**config.mk**
```make
export PLATFORM = sky130hd
export DESIGN_NAME = mos_timer_bank_flat
export DESIGN_NICKNAME = d
export VERILOG_FILES = /design/src/rtl/mos_timer_bank_if.sv /design/src/rtl/mos_timer_bank.sv /design/src/flat_wrapper.sv
export SDC_FILE = /design/constraint.sdc
export NUM_CORES = 1
export LEC_CHECK = 0
export BUFFER_PORTS_ARGS = -buffer_cell sky130_fd_sc_hd__buf_2
export CAP_MARGIN = 20
export CORE_ASPECT_RATIO = 1.4
export CORE_MARGIN = 8
export CORE_UTILIZATION = 43
export CTS_CLUSTER_DIAMETER = 200
export DETAILED_ROUTE_END_ITERATION = 10
export PLACE_DENSITY_LB_ADDON = 0.08
export SLEW_MARGIN = 10
export SYNTH_ARGS = -nofsm -noshare
export SYNTH_HDL_FRONTEND = slang
export SYNTH_SLANG_ARGS = --single-unit
```
**constraint.sdc**
```tcl
create_clock -name clk -period 3.9 [get_ports clk]
set_input_delay 0.78 -clock clk [delete_from_list [all_inputs] [get_ports clk]]
set_output_delay 0.78 -clock clk [all_outputs]
set_load 0.005 [all_outputs]
```
**src/rtl/mos_timer_bank_if.sv**
```systemverilog
// CPU bus bundle for mos_timer_bank: chip select, direction, register select and data.
interface mos_timer_bank_if #(
    parameter int ADDR_W = 5
);
    logic              cs_n;
    logic              rw;
    logic [ADDR_W-1:0] rs;
    logic [7:0]        db_in;
    logic [7:0]        db_out;

    modport master (output cs_n, rw, rs, db_in, input db_out);
    modport slave  (input cs_n, rw, rs, db_in, output db_out);
endinterface

```
**src/rtl/mos_timer_bank.sv**
```systemverilog
// Multi-channel cascadable interval timer bank with shared interrupt control.
// Optional feature macro TIMER_SNAPSHOT_EN: read-freeze snapshot of multi-byte counters.
module mos_timer_bank #(
    parameter int CHANNELS = 3,
    parameter int WIDTH    = 16,
    parameter int ADDR_W   = 5
) (
    input  logic                clk,
    input  logic                reset,
    input  logic                phi2,
    input  logic                cnt_in,
    mos_timer_bank_if.slave     bus,
    output logic [CHANNELS-1:0] tmr_out,
    output logic                irq_n
);

    localparam int                NBYTES   = WIDTH / 8;
    localparam logic [2:0]        MSB_OFF  = 3'(NBYTES - 1);
    localparam logic [2:0]        CTRL_OFF = 3'd4;
    localparam logic [ADDR_W-1:0] ICR_ADDR = ADDR_W'(CHANNELS * 8);

    logic [CHANNELS-1:0][WIDTH-1:0] counter;
    logic [CHANNELS-1:0][WIDTH-1:0] latch;
    logic [CHANNELS-1:0][WIDTH-1:0] latch_nxt;
    logic [CHANNELS-1:0][WIDTH-1:0] cnt_view;
    logic [CHANNELS-1:0][1:0]       src;
    logic [CHANNELS-1:0]            start, oe, tgl, one_shot, force_ld, out_q;
    logic [CHANNELS-1:0]            pending, mask;
    logic [CHANNELS-1:0]            tick, uf, ch_hit, ctrl_wr, ld_now;
    logic                           cnt_s, cnt_edge, prev_uf, cond;
    logic [ADDR_W-4:0]              ch_sel;
    logic [2:0]                     off;
    logic                           bus_wr, bus_rd, icr_hit, icr_wr, icr_rd;
    logic [7:0]                     rd_data;

    assign ch_sel  = bus.rs[ADDR_W-1:3];
    assign off     = bus.rs[2:0];
    assign bus_wr  = ~bus.cs_n & ~bus.rw;
    assign bus_rd  = ~bus.cs_n & bus.rw;
    assign icr_hit = (bus.rs == ICR_ADDR);
    assign icr_wr  = bus_wr & icr_hit;
    assign icr_rd  = bus_rd & icr_hit;

    assign irq_n   = ~|(pending & mask);
    assign tmr_out = out_q & oe;

    always_comb begin
        ch_hit    = '0;
        ctrl_wr   = '0;
        ld_now    = '0;
        latch_nxt = latch;
        for (int i = 0; i < CHANNELS; i++) begin
            ch_hit[i]  = (int'(ch_sel) == i);
            ctrl_wr[i] = bus_wr & ch_hit[i] & (off == CTRL_OFF);
            ld_now[i]  = bus_wr & ch_hit[i] & (off == MSB_OFF) & ~start[i];
            for (int b = 0; b < NBYTES; b++) begin
                if (bus_wr && ch_hit[i] && off == 3'(b))
                    latch_nxt[i][8*b +: 8] = bus.db_in;
            end
        end
    end

    // Walk channels in order so a cascade chain of any length settles in one pass.
    always_comb begin
        tick    = '0;
        uf      = '0;
        prev_uf = 1'b0;
        cond    = 1'b0;
        for (int i = 0; i < CHANNELS; i++) begin
            case (src[i])
                2'b00:   cond = 1'b1;
                2'b01:   cond = cnt_edge;
                2'b10:   cond = prev_uf;
                default: cond = prev_uf & cnt_in;
            endcase
            tick[i] = phi2 & start[i] & cond;
            uf[i]   = tick[i] & (counter[i] == '0);
            prev_uf = uf[i];
        end
    end

`ifdef TIMER_SNAPSHOT_EN
    logic [CHANNELS-1:0][WIDTH-1:0] snap;
    logic [CHANNELS-1:0]            frozen;

    always_comb begin
        cnt_view = counter;
        for (int i = 0; i < CHANNELS; i++) begin
            if (frozen[i] && off != MSB_OFF)
                cnt_view[i] = snap[i];
        end
    end

    // MSB read captures the whole counter; the byte-0 read ends the freeze.
    always_ff @(posedge clk) begin
        if (reset) begin
            snap   <= '0;
            frozen <= '0;
        end else begin
            for (int i = 0; i < CHANNELS; i++) begin
                if (bus_rd && ch_hit[i]) begin
                    if (off == MSB_OFF && MSB_OFF != 3'd0) begin
                        snap[i]   <= counter[i];
                        frozen[i] <= 1'b1;
                    end else if (off == 3'd0) begin
                        frozen[i] <= 1'b0;
                    end
                end
            end
        end
    end
`else
    assign cnt_view = counter;
`endif

    always_comb begin
        rd_data = '0;
        if (icr_hit)
            rd_data = {~irq_n, 7'(pending)};
        for (int i = 0; i < CHANNELS; i++) begin
            if (ch_hit[i]) begin
                if (off == CTRL_OFF)
                    rd_data = {1'b0, src[i], 1'b0, one_shot[i], tgl[i], oe[i], start[i]};
                for (int b = 0; b < NBYTES; b++) begin
                    if (off == 3'(b))
                        rd_data = cnt_view[i][8*b +: 8];
                end
            end
        end
    end

    // Counter priority: MSB-latch load, force load, underflow reload, decrement.
    always_ff @(posedge clk) begin
        if (reset) begin
            counter    <= '0;
            latch      <= '1;
            src        <= '0;
            start      <= '0;
            oe         <= '0;
            tgl        <= '0;
            one_shot   <= '0;
            force_ld   <= '0;
            out_q      <= '0;
            pending    <= '0;
            mask       <= '0;
            cnt_s      <= 1'b0;
            cnt_edge   <= 1'b0;
            bus.db_out <= 8'h00;
        end else begin
            if (phi2) begin
                cnt_s    <= cnt_in;
                cnt_edge <= cnt_in & ~cnt_s;
            end
            if (bus_rd)
                bus.db_out <= rd_data;
            latch <= latch_nxt;
            for (int i = 0; i < CHANNELS; i++) begin
                if (ld_now[i])
                    counter[i] <= latch_nxt[i];
                else if (phi2 && force_ld[i])
                    counter[i] <= latch[i];
                else if (uf[i])
                    counter[i] <= latch[i];
                else if (tick[i])
                    counter[i] <= counter[i] - 1'b1;

                if (ctrl_wr[i] && bus.db_in[4])
                    force_ld[i] <= 1'b1;
                else if (phi2)
                    force_ld[i] <= 1'b0;

                if (ctrl_wr[i]) begin
                    start[i]    <= bus.db_in[0];
                    oe[i]       <= bus.db_in[1];
                    tgl[i]      <= bus.db_in[2];
                    one_shot[i] <= bus.db_in[3];
                    src[i]      <= bus.db_in[6:5];
                end else if (uf[i] && one_shot[i]) begin
                    start[i] <= 1'b0;
                end

                if (ctrl_wr[i] && bus.db_in[0] && !start[i] && bus.db_in[2])
                    out_q[i] <= 1'b1;
                else if (phi2) begin
                    if (tgl[i])
                        out_q[i] <= out_q[i] ^ uf[i];
                    else
                        out_q[i] <= uf[i];
                end

                pending[i] <= (pending[i] & ~icr_rd) | uf[i];

                if (icr_wr && bus.db_in[i])
                    mask[i] <= bus.db_in[7];
            end
        end
    end

endmodule

```
**src/flat_wrapper.sv**
```systemverilog
// flat-port wrapper written by rule: the top's interface ports become plain ports
module mos_timer_bank_flat 
#(
    parameter int CHANNELS = 3,
    parameter int WIDTH    = 16,
    parameter int ADDR_W   = 5
)
  (clk, reset, phi2, cnt_in, tmr_out, irq_n, bus_cs_n, bus_rw, bus_rs, bus_db_in, bus_db_out);
  mos_timer_bank_if #(.ADDR_W(ADDR_W)) bus_i ();
  input  logic clk;
  input  logic reset;
  input  logic phi2;
  input  logic cnt_in;
  output logic [CHANNELS-1:0] tmr_out;
  output logic irq_n;
  input wire logic [$bits(bus_i.cs_n)-1:0] bus_cs_n;
  input wire logic [$bits(bus_i.rw)-1:0] bus_rw;
  input wire logic [$bits(bus_i.rs)-1:0] bus_rs;
  input wire logic [$bits(bus_i.db_in)-1:0] bus_db_in;
  output wire logic [$bits(bus_i.db_out)-1:0] bus_db_out;
  assign bus_i.cs_n = bus_cs_n;
  assign bus_i.rw = bus_rw;
  assign bus_i.rs = bus_rs;
  assign bus_i.db_in = bus_db_in;
  assign bus_db_out = bus_i.db_out;
  mos_timer_bank #(.CHANNELS(CHANNELS), .WIDTH(WIDTH), .ADDR_W(ADDR_W)) u_core (.clk(clk), .reset(reset), .phi2(phi2), .cnt_in(cnt_in), .bus(bus_i), .tmr_out(tmr_out), .irq_n(irq_n));
endmodule
```
==> results of run 1 <==
## path summary, 6_finish.rpt
check / endpoint / slack [ns] / depth (start not counted)
worst max register to register: u_core.cnt_view[33] / 0.76 / 9
worst max-delay path: u_core.cnt_view[33] / 0.76 / 9
worst min-delay path: u_core.bus.db_out[1] / 0.45 / 2
worst min register to register: u_core.bus.db_out[1] / 0.45 / 2
## routing by layer
metal  wire, um  track usage [%]
met5          0                0
met4       1066            12.93
met3       1043            3.325
met2      12660            39.28
met1      11160            29.03
## cell usage after synthesis (11+ instances only)
| master | count |
|---|---|
| inv_1 | 27 |
| nor3_1 | 30 |
| a21oi_1 | 81 |
| o21ai_0 | 45 |
| clkbuf_1 | 62 |
| a211oi_1 | 12 |
| dfxtp_1 | 136 |
| nand2b_1 | 18 |
| xor2_1 | 14 |
| o211ai_1 | 22 |
| nand2_1 | 174 |
| nand3_1 | 33 |
| mux2i_1 | 46 |
| nor2_1 | 75 |
| nand4_1 | 11 |
## power by group
| group | internal [mW] | switching, mW | total (mW) | leakage, nW |
|---|---|---|---|---|
| combinational | 0.0968 | 0.198 | 0.294 | 1.97 |
| clock | 0.955 | 0.616 | 1.57 | 0.274 |
| sequential | 1.40 | 0.0151 | 1.42 | 1.10 |
## logic make-up (layout without fill, tap and decap cells)
group / after synthesis / in the layout
simple gates: 417 / 417
compound gates: 262 / 262
flops: 136 / 136
buf+inv: 99 / 119
mux: 47 / 47
xor+xnor: 20 / 20
fa+ha+maj: 4 / 4
## area by class of cell
cell class,count,share of cell area (%)
clock buffer,24,5.877
timing repair buffer,60,4.397
sequential,136,31.89
clock inverter,7,0.7914
tap,236,3.459
multi-input combinational,750,52.35
inverter,28,1.231
## per-stage QoR
| step | hold slack, ns | setup slack, ns |
|---|---|---|
| after floorplan | 0.4326 | 1.011 |
| after global placement | 0.4368 | 0.7306 |
| after detailed placement | 0.4454 | 0.7150 |
| after CTS | 0.4531 | 0.8326 |
| after global routing | 0.4749 | 0.5416 |
| final | 0.4540 | 0.7580 |
## worst max-delay path, cell delays in order, from the launching register on
cell and delay (ns):
dfxtp_1 0.35, inv_1 0.09, ha_1 0.19, nor3b_1 0.52, nand2_1 0.27, nor3_1 0.41, a31oi_2 0.28, nor2_1 0.40
and3_1 0.39, a221o_1 0.19
## registers in the layout, indices dropped and copies added (netlist names), 6 cells and up
name and count:
u_core.bus.db_out 8, u_core.src 6, u_core.latch 48, u_core.cnt_view 48
==> summary.txt, run 1 <==
Setup path
  • Setup CP Type: flip-flop to flip-flop
  • Worst r2r src: u_core.cnt_view[16]
  • Crit. Startpoint: u_core.cnt_view[16]
  • Arr. time, crit path: around 3.5 ns
  • Crit end category: flip-flop
  • Startpoint Class: flip-flop
  • CP Max Fanout: 8
  • Critical Path RT: about 4.3 ns

Timing
  • Relative slew slack: about 39%
  • Fin Clk Skew: 0.009710 ns
  • Final TNS setup: 0 ns
  • RSZ-0062 raised after global routing: no
  • Count of final hold-check violations: 0
  • Worst Max-Slew Pin Slew: approximately 0.91 ns
  • Final setup viols: 0
  • Tmin final: ~3.1 ns
  • Slew Limit Fails: 0
  • Tcrit/Tclk final: 80.56%
  • Max Freq: about 320 MHz

Synthesis
  • Syn nets: between 1000 and 1500
  • Compound-Gate Fraction of Synth Area: between 20% and 30%
  • Syn Area/Cell: between 7 and 8 um^2
  • YS warnings: 0
  • Synthesized area: 0.007584 mm^2
  • Top FF cell, synth: dfxtp_1
  • Top cell type's share of synthesized area: a little over a third
  • Synth top area cells: dfxtp_1 36%, nand2_1 8.6%, mux2i_1 6.1%, a21oi_1 5.3%, nor2_1 3.7%
  • Synth Area in Adders: less than 1%
  • Netlist cell types: 78
  • Mux cell area share after synthesis: under 10%
  • Sequential cell area fraction in the yosys report: 35.90%
  • Cells after synthesis: around 990
  • XOR/XNOR Fraction of Synth Area: about 2.3%
  • Synth area leader: dfxtp_1
  • Ys async rst share: 0%
  • Post-synthesis simple-gate area fraction: 26.38%
  • Post-synth EDFFs: 0
  • #FFs+latches synth: about 140
  • Largest family of logic cells by synthesized area: simple AND/OR/NAND/NOR gates

Floorplan
  • Die height: roughly 170 um
  • Core area: approximately 0.017 mm^2
  • Die Area: 0.02220 mm^2
  • I/O pin total: 31
  • Starting Density: 43.76%
  • Num rows: 57
  • Die Span X: approximately 130 um

Final layout
  • Share of layout cells above drive strength 1: around 11%
  • Commonest cells after routing, fill and taps aside: 174 x nand2_1, 136 x dfxtp_1, 81 x a21oi_1, 75 x nor2_1, 46 x mux2i_1
  • Multi-input logic area: 0.004469 mm^2
  • # diodes: 0
  • Commonest non-fill, non-tap cell in the layout: nand2_1
  • Reg area: 0.002723 mm^2
  • Area delta synth->final: 12.57%
  • Fillers: ~1800
  • Final instance area: ~0.0085 mm^2
  • Final Core Density: just under 50%
  • Number of standard cells in the final layout excluding fillers: 1241
  • Nets: 1016

Power and ir drop
  • Leakage dissipation: approximately 3.3 nW
  • Peak supply drop: 0.0002583 V
  • Pwr Density: a little under 400 mW/mm^2
  • PnR Total Power: 3.283 mW

Clocking
  • CTS Buf Count: 17
  • Resize count post-CTS: 0
  • Clk buf depth: 2
  • Clk sink count: ~140
  • Worst-path clk slew: 0.06 ns
  • Post-CTS setup buffer count: 0
  • # hold bufs at CTS: 0
  • Worst-skew pair later-pin latency: roughly 0.43 ns
  • CTS tree: built
  • Root Buffer: clkbuf_16
  • CTS H-tree lvls: 4

Global routing
  • Gr usage total: 23.80%
  • Pin count of the biggest net entering global routing: 73
  • First-pass GRT wire length: 41.02 mm
  • Antenna violations before repair: 0
  • Vias in the first global route: 7084
  • GRT overflow: 0

Routing
  • DRT iter0 DRCs: ~700
  • DRC Markers: 0
  • Drt wl/cell: 20.89 um
  • Drt via density: about 5.9
  • Via count: between 7000 and 8000
  • Final WL: ~26 mm
  • Initial DRT Pass Iterations: 5
  • Post-DRT Antenna Nets: 0

Outcome
  • Status: finished, final reports clean

Hold path
  • Hold path startpoint: u_core.bus.db_out[1]
  • Worst hold path class: flip-flop to flip-flop

Placed design
  • # port buffers: 30
  • Dpl cells: between 1000 and 1500
  • Hpwl dp: roughly 18 mm
  • Post-DP Area: 0.007968 mm^2
  • Placer Congestion: between 0.9 and 1

Run
  • MaxCap Viol Count: 0
Power figures use the tool's default switching activity.
==> inputs of run 2 (changes only) <==
--- a/config.mk
+++ b/config.mk
@@ -5,6 +5,7 @@
 export SDC_FILE = /design/constraint.sdc
 export NUM_CORES = 1
 export LEC_CHECK = 0
+export ABC_AREA = 1
 export BUFFER_PORTS_ARGS = -buffer_cell sky130_fd_sc_hd__buf_2
 export CAP_MARGIN = 20
 export CORE_ASPECT_RATIO = 1.4
==> constraint.sdc (replaced) <==
create_clock -name clk -period 3.1 [get_ports clk]
set_input_delay 0.62 -clock clk [delete_from_list [all_inputs] [get_ports clk]]
set_output_delay 0.62 -clock clk [all_outputs]
set_load 0.005 [all_outputs]
==> run 2 against run 1 <==
Effect of this change: global-route usage rose by 0.62 points; worst hold slack gained 0.0078 ns; clock-buffer cell count fell by 5; clock skew fell by 0.0012 ns; sequential cell count unchanged; critical endpoint is now u_core.cnt_view[44]; combinational power is 25% higher.
==> summary.txt, run 2 <==
Outcome
  • Status: finished, final reports clean

Placed design
  • Post-DP Area: just over 0.008 mm^2
  • Placer Congestion: around 0.92
  • # port buffers: 30
  • Hpwl dp: approximately 19 mm

Timing
  • Relative slew slack: a little over half
  • Tmin final: around 2.7 ns
  • Count of final hold-check violations: 0
  • Worst Max-Slew Pin Slew: 0.6894 ns
  • Slew Limit Fails: 0
  • RSZ-0062 raised after global routing: no
  • Fin Clk Skew: ~0.0085 ns
  • Final setup viols: 0
  • Final TNS setup: 0 ns
  • Max Freq: 372.7 MHz
  • Tcrit/Tclk final: between 80% and 90%

Routing
  • Initial DRT Pass Iterations: 7
  • Post-DRT Antenna Nets: 0
  • DRC Markers: 0
  • Drt wl/cell: approximately 19 um
  • DRT iter0 DRCs: 697
  • Final WL: 26.83 mm
  • Drt via density: 5.481
  • Via count: approximately 7900

Synthesis
  • Synth area leader: dfxtp_1
  • Post-synth EDFFs: 0
  • YS warnings: 0
  • Top FF cell, synth: dfxtp_1
  • Sequential cell area fraction in the yosys report: about 35%
  • #FFs+latches synth: 136
  • Ys async rst share: 0%
  • Most common cell in the netlist: nand2_1
  • Syn Area/Cell: between 6 and 7 um^2
  • Commonest cells post-synth: 264 x nand2_1, 150 x inv_1, 136 x dfxtp_1
  • Synthesized area: about 0.0077 mm^2
  • Cells after synthesis: 1171
  • Top cell type's share of synthesized area: a little over a third
  • Syn nets: ~1200
  • Synth top area cells: dfxtp_1 35%, nand2_1 13%, inv_1 7.3%, o21ai_0 7.0%, a21oi_1 6.8%
  • Netlist cell types: 44

Clocking
  • Worst-skew pair later-pin latency: approximately 0.42 ns
  • Root Buffer: clkbuf_16
  • CTS tree: built
  • Post-CTS setup buffer count: 0
  • # hold bufs at CTS: 0
  • Worst-path clk slew: about 0.06 ns
  • CTS H-tree lvls: 4
  • Clk buf depth: 2
  • CTS Buf Count: 17
  • Clk sink count: approximately 140
  • Resize count post-CTS: 0

Setup path
  • Crit end category: flip-flop
  • Setup CP Type: flip-flop to flip-flop
  • CP Max Fanout: 16
  • Arr. time, crit path: 3.03 ns
  • Slowest cell on crit path: a21oi_4
  • Reg2Reg Depth: 12
  • Crit-path cells: inv_1, ha_1, nand2_1, nor2_1, nand4_1, nor2_1, nand3_2, a21oi_4, nand2_4, a21oi_4, nand3_1, a21oi_1
  • Startpoint Class: flip-flop
  • Critical Path RT: ~3.4 ns
  • Crit path buf inv count: 1
  • Crit-path leading delay family: simple AND/OR/NAND/NOR gates
  • Levels on crit path: 12
  • Max stage delay on crit path: approximately 0.47 ns

Final layout
  • Reg area: approximately 0.0027 mm^2
  • Nets: between 1000 and 1500
  • Share of layout cells above drive strength 1: about a tenth
  • Area delta synth->final: 13.81%
  • Fillers: between 1500 and 2000
  • Commonest non-fill, non-tap cell in the layout: nand2_1
  • Final instance area: about 0.0087 mm^2
  • # diodes: 0
  • Commonest cells after routing, fill and taps aside: 264 x nand2_1, 149 x inv_1, 136 x dfxtp_1, 107 x o21ai_0, 104 x a21oi_1
  • Multi-input logic area: approximately 0.004 mm^2

Floorplan
  • Die height: 174.2 um
  • Core area: 0.01778 mm^2
  • Num rows: 58
  • Die Area: 0.02247 mm^2
  • Die Span X: roughly 130 um
  • Starting Density: 43.22%
  • I/O pin total: 31

Run
  • MaxCap Viol Count: 0

Power and ir drop
  • Pwr Density: approximately 490 mW/mm^2
  • PnR Total Power: about 4.3 mW
  • Peak supply drop: between 0.0002 and 0.0003 V
  • Leakage dissipation: between 3 and 4 nW

Hold path
  • Worst hold path class: flip-flop to flip-flop
  • Hold Path Depth: 2

Global routing
  • Gr usage total: ~24%
  • Vias in the first global route: 7615
  • First-pass GRT wire length: 42.30 mm
  • GRT overflow: 0
  • Pin count of the biggest net entering global routing: 52
  • Antenna violations before repair: 0
run 2: cell types whose count changed after synthesis, sizes merged, moves of 11 or more:
| cell | previous run | this run |
|---|---|---|
| nand2b | 18 | 0 |
| nand2 | 174 | 266 |
| nand3 | 33 | 77 |
| nor3 | 31 | 7 |
| a21oi | 81 | 106 |
| o211ai | 22 | 34 |
| clkbuf | 63 | 48 |
| mux2i | 46 | 0 |
| o21ai | 46 | 107 |
| inv | 28 | 158 |
| nor2 | 75 | 100 |
| nand4 | 12 | 25 |
| a211oi | 12 | 1 |
run 2: final timing paths:
| path | endpoint | start | slack (ns) |
|---|---|---|---|
| setup / recovery | u_core.cnt_view[44] | u_core.cnt_view[16] | 0.42 |
| setup reg to reg | u_core.cnt_view[44] | u_core.cnt_view[16] | 0.42 |
| hold reg to reg | u_core.latch[31] | u_core.latch[31] | 0.46 |
| hold / removal | u_core.latch[31] | u_core.latch[31] | 0.46 |
run 2: layout make-up:
type	instances	share of cell area, %
sequential	136	31.13
tap	240	3.433
clock buffer	19	5.064
inverter	159	6.824
timing repair buffer	61	4.521
clock inverter	12	2.017
multi-input combinational	817	47.01
run 2: kinds of logic after synthesis:
family	synth area share (%)
buf+inv	11.07
simple gates	27.30
flops	35.43
fa+ha+maj	0.6513
xor+xnor	3.305
compound gates	22.24
run 2: power by group:
group / switching, mW / leakage [nW] / internal [mW] / total [mW]
registers: 0.0161 / 1.10 / 1.77 / 1.78
clock network: 0.789 / 0.287 / 1.36 / 2.15
logic: 0.254 / 2.50 / 0.113 / 0.368
run 2: per-stage QoR:
stage | hold slack (ns) | setup slack [ns] | cells | utilization, %
after CTS | 0.4657 | 0.4420 | 1444 | 49.19
after floorplan | 0.4292 | 0.7525 | 1171 | -
final | 0.4618 | 0.4172 | 1444 | 49.19
after global routing | 0.4895 | 0.1740 | 1444 | 49.19
after detailed placement | 0.4513 | 0.2239 | 1413 | 45.71
after global placement | 0.4450 | 0.3148 | 1413 | 45.71
run 2: metal layers:
layer  up-vias  share of wire, %  GRT usage (%)
li1       3922                 -              -
met1      3666                40          27.88
met2       254                50          42.07
met3        73               4.4          3.588
met4         0               5.3          14.10
met5         -                 0              0
run 2: worst min-delay path, cell delays in order, from the launching register on:
cell and delay, ns:
dfxtp_1 0.32, nand2_1 0.06, nand3_1 0.05
==> inputs of run 3 (changes only) <==
--- a/config.mk
+++ b/config.mk
@@ -13,7 +13,7 @@
 export CORE_UTILIZATION = 43
 export CTS_CLUSTER_DIAMETER = 200
 export DETAILED_ROUTE_END_ITERATION = 10
-export PLACE_DENSITY_LB_ADDON = 0.08
+export PLACE_DENSITY = 0.64
 export SLEW_MARGIN = 10
 export SYNTH_ARGS = -nofsm -noshare
 export SYNTH_HDL_FRONTEND = slang
==> constraint.sdc (replaced) <==
create_clock -name clk -period 3.1 [get_ports clk]
set_input_delay 0.775 -clock clk [delete_from_list [all_inputs] [get_ports clk]]
set_output_delay 0.775 -clock clk [all_outputs]
set_load 0.005 [all_outputs]
==> run 3 against run 2 <==
Effect of this change: global-route usage down 2.0 points; clock power up 12%; combinational power down 2%; critical path depth unchanged; largest cell class unchanged; sequential power about the same; critical path type unchanged; clock-buffer cell count unchanged; die area unchanged; maximum frequency down 2.8%; core utilization up 0.45 points; critical endpoint is now u_core.cnt_view[35]; via count up 0.16%; final cell count up 0.14%.
==> summary.txt, run 3 (synthesized netlist as in run 2, its figures left out) <==
Setup path
  • Reg2Reg Setup Slack: about 0.34 ns
  • Slowest cell on crit path: a21oi_4
  • Crit-path cells: inv_1, ha_1, nand2_1, nor2_1, nand4_1, nor2_1, nand3_2, a21oi_4, nand2_4, a21oi_4, nand3_1, a21oi_1
  • CP Max Fanout: 17
  • Arr. time, crit path: 3.11 ns
  • Crit-path leading delay family: simple AND/OR/NAND/NOR gates
  • Reg2Reg Depth: 12
  • Reg2reg end: u_core.cnt_view[35]
  • Crit end category: flip-flop
  • Crit path buf inv count: 1
  • Worst r2r src: u_core.cnt_view[16]
  • Setup CP Type: flip-flop to flip-flop
  • Critical Path RT: about 3.5 ns
  • Max stage delay on crit path: about 0.45 ns
  • Startpoint Class: flip-flop
  • Levels on crit path: 12

Routing
  • DRC Markers: 0
  • Drt via density: 5.483
  • Initial DRT Pass Iterations: 5
  • Final WL: ~25 mm
  • Post-DRT Antenna Nets: 0
  • DRT iter0 DRCs: about 730
  • Via count: roughly 8000
  • Metal3 WL: between 1 and 1.5 mm
  • Drt wl/cell: 17.09 um
  • Met2 wire len: about 12 mm
  • M1 WL: roughly 10 mm
  • DR top layer: met4

Timing
  • Slew Limit Fails: 0
  • RSZ-0062 raised after global routing: no
  • Fin Clk Skew: 0.007550 ns
  • Final setup viols: 0
  • Worst Max-Slew Pin Slew: between 0.6 and 0.7 ns
  • Count of final hold-check violations: 0
  • Tmin final: about 2.8 ns
  • Relative slew slack: between 50% and 60%
  • Min setup slack post-route: 0.3388 ns
  • Final TNS setup: 0 ns
  • Worst hold slack: roughly 0.46 ns
  • Max Freq: ~360 MHz
  • Tcrit/Tclk final: 89.07%

Global routing
  • First-pass GRT wire length: 39.65 mm
  • Pin count of the biggest net entering global routing: 86
  • GRT overflow: 0
  • Vias in the first global route: ~7400
  • Gr usage total: between 20 and 25%
  • Antenna violations before repair: 0

Floorplan
  • Die Area: about 0.022 mm^2
  • Starting Density: between 40% and 50%
  • I/O pin total: 31
  • Num rows: 58
  • Die height: 174.2 um
  • Core area: approximately 0.018 mm^2
  • Die Span X: around 130 um

Final layout
  • Final instance area: approximately 0.0088 mm^2
  • # diodes: 0
  • Nets: roughly 1200
  • Share of layout cells above drive strength 1: about a tenth
  • Reg area: about 0.0027 mm^2
  • Multi-input logic area: approximately 0.004 mm^2
  • Commonest non-fill, non-tap cell in the layout: nand2_1
  • Fillers: ~1800
  • Commonest cells after routing, fill and taps aside: 264 x nand2_1, 149 x inv_1, 136 x dfxtp_1, 107 x o21ai_0, 104 x a21oi_1
  • Area delta synth->final: 14.85%

Clocking
  • Clk buf depth: 2
  • CTS H-tree lvls: 4
  • # hold bufs at CTS: 0
  • Post-CTS setup buffer count: 0
  • CTS tree: built
  • Worst-path clk slew: roughly 0.060 ns
  • CTS Buf Count: 17
  • Clk sink count: 136
  • Root Buffer: clkbuf_16
  • Resize count post-CTS: 0
  • Worst-skew pair later-pin latency: between 0.4 and 0.5 ns

Run
  • MaxCap Viol Count: 0

Placed design
  • Placer Congestion: a little over 0.9
  • Hpwl dp: 17.33 mm
  • Post-DP Area: slightly above 0.008 mm^2
  • Dpl ws: about 0.12 ns
  • # port buffers: 30

Hold path
  • Hold path startpoint: u_core.bus.db_out[5]
  • Hold endpoint: u_core.bus.db_out[5]
  • Hold Path Depth: 2
  • Worst hold path class: flip-flop to flip-flop

Power and ir drop
  • Pwr Density: about 500 mW/mm^2
  • Leakage dissipation: just under 4 nW
  • Peak supply drop: approximately 0.00037 V

Outcome
  • Status: finished, final reports clean
## run 3: layer usage
layer	vias up	track usage, %
met1	3682	27.65
met4	0	10.66
met2	277	37.02
li1	3917	-
met3	52	3.711
met5	-	0
## run 3: final cells by class
class | instances | area share, %
Timing Repair Buffer | 62 | 4.565
Tap cell | 240 | 3.402
Sequential cell | 136 | 30.85
Clock inverter | 13 | 2.821
Multi-Input combinational cell | 817 | 46.58
Clock buffer | 19 | 5.018
Inverter | 159 | 6.762
## run 3: worst max-delay path by stage
stage                     slack (ns)                 from                  end
after floorplan                 0.60                 phi2  u_core.cnt_view[35]
after global placement          0.20                 phi2  u_core.cnt_view[34]
after detailed placement        0.12                 phi2  u_core.cnt_view[35]
after CTS                       0.34  u_core.cnt_view[16]  u_core.cnt_view[32]
after global routing            0.07  u_core.cnt_view[16]  u_core.cnt_view[41]
final                           0.34  u_core.cnt_view[16]  u_core.cnt_view[35]
## run 3: per-stage QoR
stage | power (mW) | utilization (%) | cells
after floorplan | 2.053 | - | 1171
after global placement | 2.175 | 45.75 | 1414
after detailed placement | 2.176 | 45.75 | 1414
after CTS | 4.564 | 49.64 | 1446
after global routing | 4.672 | 49.64 | 1446
final | 4.541 | 49.64 | 1446
## run 3: power breakdown
part | internal (mW) | total [mW] | switching (mW)
Sequential | 1.77 | 1.78 | 0.0156
Combinational | 0.115 | 0.362 | 0.247
Clock | 1.61 | 2.40 | 0.790
Total | 3.49 | 4.54 | 1.05
## run 3: tightest hold or removal path: cells and delay by family, from the launching register on
kind / cells / cell delay [ns]
AO/OA/AOI/OAI: 1 / 0.05
flip-flops: 1 / 0.31
AND/OR/NAND/NOR: 1 / 0.06
